<file path="src/rtl/onehot_serial_encoder_pkg.sv">
// Shared types and constants for the one-hot serial encoder and its decoder companion.
// Optional round-robin pick order is enabled by defining ONEHOT_ENC_ROUND_ROBIN_EN.
package enc_pkg;

    localparam int ENC_N = 4;
    localparam int ENC_W = 2;

    typedef enum logic {
        IDLE = 1'b0,
        EMIT = 1'b1
    } enc_state_e;

    function automatic int clog2(input int n);
        int r;
        r = 0;
        while ((1 << r) < n) r++;
        return r;
    endfunction

endpackage

</file>
<file path="src/rtl/onehot_serial_encoder_if.sv">
// Request/code handshake bundle; slave is the encoder side, master the surrounding logic.
interface onehot_serial_encoder_if #(
    parameter int N = enc_pkg::ENC_N,
    parameter int W = enc_pkg::ENC_W
);

    logic [0:N-1]  req_in;
    logic          req_valid;
    logic          req_ready;
    logic [W-1:0]  code_out;
    logic          code_valid;
    logic          code_ready;
    logic          code_last;
    logic          no_hit;

    modport slave (
        input  req_in, req_valid, code_ready,
        output req_ready, code_out, code_valid, code_last, no_hit
    );

    modport master (
        output req_in, req_valid, code_ready,
        input  req_ready, code_out, code_valid, code_last, no_hit
    );

endinterface

</file>
<file path="src/rtl/onehot_serial_encoder_pick.sv">
// Combinational picker: first set bit of mask at index >= start, wrapping to index 0.
module onehot_pick
    import enc_pkg::*;
#(
    parameter int N = ENC_N,
    parameter int W = ENC_W
) (
    input  logic [0:N-1] mask,
    input  logic [W-1:0] start,
    output logic [W-1:0] sel,
    output logic         found
);

    always_comb begin
        logic [W-1:0] idx;
        sel   = '0;
        found = 1'b0;
        idx   = '0;
        for (int unsigned k = 0; k < N; k++) begin
            idx = W'((32'(start) + k) % N);
            if (!found && mask[idx]) begin
                found = 1'b1;
                sel   = idx;
            end
        end
    end

endmodule

</file>
<file path="src/rtl/onehot_serial_encoder.sv">
// Multi-hot to serial binary index encoder: captures a request vector, emits one code per handshake.
// Define ONEHOT_ENC_ROUND_ROBIN_EN for round-robin pick order with a persistent pointer.
module onehot_serial_encoder
    import enc_pkg::*;
#(
    parameter int N = ENC_N,
    parameter int W = ENC_W
) (
    input  logic                    CLK,
    input  logic                    RST,
    onehot_serial_encoder_if.slave  bus
);

    if (N < 2 || W != clog2(N)) begin : g_bad_params
        $error("onehot_serial_encoder: need N >= 2 and W == clog2(N)");
    end

    enc_state_e    state, state_n;
    logic [0:N-1]  pending, pending_n, rest;
    logic          no_hit_q, no_hit_n;
    logic [W-1:0]  sel, start;
    logic          found;

`ifdef ONEHOT_ENC_ROUND_ROBIN_EN
    logic [W-1:0]  ptr, ptr_n;
    assign start = ptr;
`else
    assign start = '0;
`endif

    onehot_pick #(.N(N), .W(W)) u_pick (
        .mask  (pending),
        .start (start),
        .sel   (sel),
        .found (found)
    );

    // Pending mask as it will be once the selected code is transferred.
    always_comb begin
        rest      = pending;
        rest[sel] = 1'b0;
    end

    always_ff @(posedge CLK) begin
        if (RST) begin
            state    <= IDLE;
            pending  <= '0;
            no_hit_q <= 1'b0;
`ifdef ONEHOT_ENC_ROUND_ROBIN_EN
            ptr      <= '0;
`endif
        end else begin
            state    <= state_n;
            pending  <= pending_n;
            no_hit_q <= no_hit_n;
`ifdef ONEHOT_ENC_ROUND_ROBIN_EN
            ptr      <= ptr_n;
`endif
        end
    end

    always_comb begin
        state_n   = state;
        pending_n = pending;
        no_hit_n  = 1'b0;
`ifdef ONEHOT_ENC_ROUND_ROBIN_EN
        ptr_n     = ptr;
`endif
        unique case (state)
            IDLE: begin
                if (bus.req_valid) begin
                    pending_n = bus.req_in;
                    if (bus.req_in == '0) no_hit_n = 1'b1;
                    else                  state_n  = EMIT;
                end
            end
            EMIT: begin
                if (bus.code_ready) begin
                    pending_n = rest;
`ifdef ONEHOT_ENC_ROUND_ROBIN_EN
                    ptr_n     = W'((32'(sel) + 1) % N);
`endif
                    if (rest == '0) state_n = IDLE;
                end
            end
            default: state_n = IDLE;
        endcase
    end

    always_comb begin
        logic emit;
        emit           = (state == EMIT) && found;
        bus.req_ready  = (state == IDLE);
        bus.code_valid = emit;
        bus.code_out   = emit ? sel : '0;
        bus.code_last  = emit && (rest == '0);
        bus.no_hit     = no_hit_q;
    end

endmodule
</file>
<file path="src/flat_wrapper.sv">
// flat-port wrapper written by rule: the top's interface ports become plain ports
module onehot_serial_encoder_flat import enc_pkg::*;
#(
    parameter int N = ENC_N,
    parameter int W = ENC_W
)
  (CLK, RST, bus_req_in, bus_req_valid, bus_code_ready, bus_req_ready, bus_code_out, bus_code_valid, bus_code_last, bus_no_hit);
  onehot_serial_encoder_if #(.N(N), .W(W)) bus_i ();
  input  logic CLK;
  input  logic RST;
  input wire logic [$bits(bus_i.req_in)-1:0] bus_req_in;
  input wire logic [$bits(bus_i.req_valid)-1:0] bus_req_valid;
  input wire logic [$bits(bus_i.code_ready)-1:0] bus_code_ready;
  output wire logic [$bits(bus_i.req_ready)-1:0] bus_req_ready;
  output wire logic [$bits(bus_i.code_out)-1:0] bus_code_out;
  output wire logic [$bits(bus_i.code_valid)-1:0] bus_code_valid;
  output wire logic [$bits(bus_i.code_last)-1:0] bus_code_last;
  output wire logic [$bits(bus_i.no_hit)-1:0] bus_no_hit;
  assign bus_i.req_in = bus_req_in;
  assign bus_i.req_valid = bus_req_valid;
  assign bus_i.code_ready = bus_code_ready;
  assign bus_req_ready = bus_i.req_ready;
  assign bus_code_out = bus_i.code_out;
  assign bus_code_valid = bus_i.code_valid;
  assign bus_code_last = bus_i.code_last;
  assign bus_no_hit = bus_i.no_hit;
  onehot_serial_encoder #(.N(N), .W(W)) u_core (.CLK(CLK), .RST(RST), .bus(bus_i));
endmodule
</file>
<file path="config.mk">
export PLATFORM = sky130hd
export DESIGN_NAME = onehot_serial_encoder_flat
export DESIGN_NICKNAME = d
export VERILOG_FILES = /design/src/rtl/onehot_serial_encoder_pkg.sv /design/src/rtl/onehot_serial_encoder_if.sv /design/src/rtl/onehot_serial_encoder_pick.sv /design/src/rtl/onehot_serial_encoder.sv /design/src/flat_wrapper.sv
export SDC_FILE = /design/constraint.sdc
export NUM_CORES = 1
export LEC_CHECK = 0
export CORE_AREA = 2 2 39 41
export CTS_BUF_LIST = sky130_fd_sc_hd__clkbuf_4
export CTS_CLUSTER_DIAMETER = 50
export DETAILED_ROUTE_END_ITERATION = 8
export DIE_AREA = 0 0 41 43
export GPL_TIMING_DRIVEN = 0
export HOLD_SLACK_MARGIN = 0.06
export RECOVER_POWER = 25
export SYNTH_ARGS = -nofsm -noshare
export SYNTH_HDL_FRONTEND = slang
export SYNTH_SLANG_ARGS = --single-unit
</file>
<file path="constraint.sdc">
create_clock -name CLK -period 1.2 [get_ports CLK]
set_input_delay 0.12 -clock CLK [delete_from_list [all_inputs] [get_ports CLK]]
set_output_delay 0.12 -clock CLK [all_outputs]
set_load 0.01 [all_outputs]
</file>
==> metrics.md <==
| Metric | Value |
|---|---|
| Final RePlAce weighted congestion | about 0.77 |
| Final ANT Viol Nets | 0 |
| Initial Util | 24.7% |
| Hold Buf Count CTS | 0 |
| H-tree depth | 1 |
| Die area | around 1800 um2 |
| Syn_area_per_cell | 7.76 um2 |
| Met3 WL | between 80 and 90 um |
| Remaining global-route overflow | 0 |
| Period Utilization, post-route | 122% |
| Detailed-route wire length per cell | around 11 um |
| Seq/Total Area, Yosys | about a third |
| Compound-Gate Fraction of Synth Area | between 30 and 40% |
| Core Box Area | approximately 1400 um2 |
| Post-Synth Adder-Cell Area | 2.93% |
| CTS tree | done |
| Switch share | ~28% |
| CP Launch Type | flop |
| Commonest non-fill, non-tap cells in the layout | a21oi_1, nand2_1, clkdlybuf4s50_1 |
| Slew Limit Fails | 0 |
| Clock latency on the worst-skew pair | approximately 0.25 ns |
| Crit path launch | u_core.pending[1] |
| DP Area | 492 um2 |
| Clock Pin Slew Worst Setup and Hold Paths | roughly 0.050 ns |
| Netlist Area Pre-Place | between 300 and 400 um2 |
| M1 WL | approximately 370 um |
| # IOs | 14 |
| Dpl hpwl | ~640 um |
| DR vias | about 390 |
| Setup WS post-layout | -0.260 ns |
| Largest net degree at the start of global routing | 8 |
| Worst setup EP type | primary output |
| Iter 0 DRT Violations | 3 |
| Post-Synth Simple-Gate Area | approximately a quarter |
| Die span in x | 41 um |
| Finish-stage setup viols | 4 |
| Root Driver | clkbuf_4 |
| Hold Crit Class | in -> reg |
| Total power | about 0.00054 W |
| Share of layout cells above drive strength 1 | approximately 37% |
| Status | finished, violations left |
| Cell count after synthesis | between 40 and 50 |
| Row cnt | 14 |
| Clock sink total | 6 |
| WP data arrival | ~1.3 ns |
| Area growth, synth to finish | 57.5% |
| Minimum clock period | around 1.5 ns |
| Reg2reg setup slack | -0.01 ns |
| P per Cell Area | roughly 1000 nW/um2 |
| Failing checks | negative setup slack |
| Measured slew at the worst slew-check pin | roughly 0.37 ns |
| #FFs+latches synth | 6 |
| Mux cell area share after synthesis | 0% |
| Net Count, Synth | 52 |
| Comb pwr share | between 20 and 25% |
| Hold Violations, Final | 0 |
| Clock tree buffer depth | 2 |
| Setup TNS | -0.541 ns |
| Port bufs | 13 |
| Slew HR | between 70% and 80% |
| Nets@finish | 73 |
| First drt pass iteration count | 6 |
| DIE HEIGHT | 43 um |
| Clk pwr share | 34.7% |
| Achievable clock frequency | approximately 700 MHz |
| Routed WL | ~910 um |
| Skew final | roughly 0.011 ns |
| RSZ-0062 raised after global routing | yes |
| Global-route wire length before repair | about 1.5 mm |
| Reg power frac | a little over two fifths |
| Diodes inserted | 0 |
| Commonest non-fill, non-tap cell in the layout | a21oi_1 |
| End of the critical path | bus_code_last |
| Post-place setup slack | -0.497 ns |
| Crit path kind | reg -> out |
| Tot GR Track Use | a little over an eighth |
| Worst r2r src | u_core.pending[0] |
| MaxCap Viol Count | 0 |
| Via-to-Cell Ratio | roughly 4.9 |
| Leakage | ~0.23 nW |
| Reg-to-reg endpoint | u_core.pending[3] |
| P_sw | between 0.00015 and 0.0002 W |
| Design area | roughly 540 um2 |
| Residual DRC | 0 |
| Top Metal Used | met4 |
| Post-Synth XOR/XNOR Area | 2.56% |
| Critical Path RT | between 1 and 1.5 ns |
| R2R cell count | 6 |
| Length of routed met2 wiring | 433 um |
| Fin Hold WS | approximately 0.17 ns |
| Worst-path maximum fanout | 7 |
| Pint | a little under 0.0004 W |
| Vias in the first global route | between 300 and 400 |
| CTS Buf Count | 3 |
| VDD IR max | approximately 0.0005 V |
| Antenna violations before repair | 0 |
| Yosys warns | 0 |
| Synth unique cells | 20 |
| Largest family of logic cells by synthesized area | compound AO/OA/AOI/OAI gates |
-- layout make-up --
type / count / area, um2
repair buffers: 16 / 136
flip-flops and latches: 6 / 131
well taps: 16 / 20.0
fillers: 149 / 846
multi-input cells: 35 / 216
inverters: 3 / 11.3
clock buffers: 3 / 22.5
-- registers in the layout, summed over array words and instances (netlist names) --
register	flops
u_core.state	1
u_core.pending	4
u_core.bus.no_hit	1
-- critical path: stages, from the launching register on --
cell	delay [ns]
dfxtp_4	0.36
or3_4	0.38
o31ai_2	0.18
buf_2	0.16
-- worst min path at each step --
stage	from	slack (ns)	endpoint	cells past startpoint
floorplan	RST	0.19	u_core.pending[0]	1
global placement	u_core.pending[2]	0.56	u_core.pending[2]	2
detailed placement	u_core.pending[2]	0.55	u_core.pending[2]	2
CTS	bus_req_in[3]	0.45	u_core.pending[0]	3
global route	bus_req_in[0]	0.17	u_core.pending[3]	3
finish	bus_req_in[0]	0.17	u_core.pending[3]	3
-- per-layer routing --
metal  up-vias  GRT usage [%]
li1        198              -
met1       170           15.5
met2        15           19.1
met3         3           4.71
met4         0           8.00
met5         -              0
-- kinds of logic after synthesis --
family / count (synthesis)
and+or+nand+nor: 17
AOI/OAI and AO/OA: 16
DFF: 6
buffers and inverters: 3
xor gates and xnor gates: 1
adders and majority gates: 1
-- stage by stage --
| step | instances | util, % |
|---|---|---|
| 3_5_place_dp | 73 | 35.5 |
| 5_1_grt | 79 | 38.9 |
| 2_1_floorplan | 44 | - |
| 6_report | 79 | 38.9 |
| 4_1_cts | 79 | 38.3 |
| 3_3_place_gp | 73 | 35.5 |
-- repair_timing --
item                       CTS  global route
buffers inserted             3             0
gates resized for setup     25             5
setup endpoints to repair    6             8
pin swaps                    4             4
-- cell usage after synthesis --
library cell,instances,area share [%]
or4_4,1,3.3
o31ai_2,1,3.7
nor2b_1,1,1.8
o2111ai_1,1,2.6
o21a_1,1,2.2
xor2_1,1,2.6
o21ai_0,3,4.4
nand2_1,6,6.6
o211ai_1,2,4.4
a21oi_1,7,10
nor3_1,2,2.9
nor3b_2,1,3.7
nand3_1,1,1.5
or3_1,1,1.8
inv_1,2,2.2
inv_2,1,1.1
a21oi_2,1,2.6
nor2_1,4,4.4
dfxtp_1,6,35
maj3_1,1,2.9
-- power groups by stage --
| stage | logic [W] | registers (W) | clock network (W) |
|---|---|---|---|
| floorplan | 0.0000614 | 0.000229 | 0 |
| global placement | 0.000117 | 0.000234 | 0 |
| detailed placement | 0.000118 | 0.000234 | 0 |
| CTS | 0.000125 | 0.000230 | 0.000188 |
| global route | 0.000139 | 0.000232 | 0.000205 |
| finish | 0.000124 | 0.000230 | 0.000188 |
Note: power is estimated with default switching activity, not from simulation.
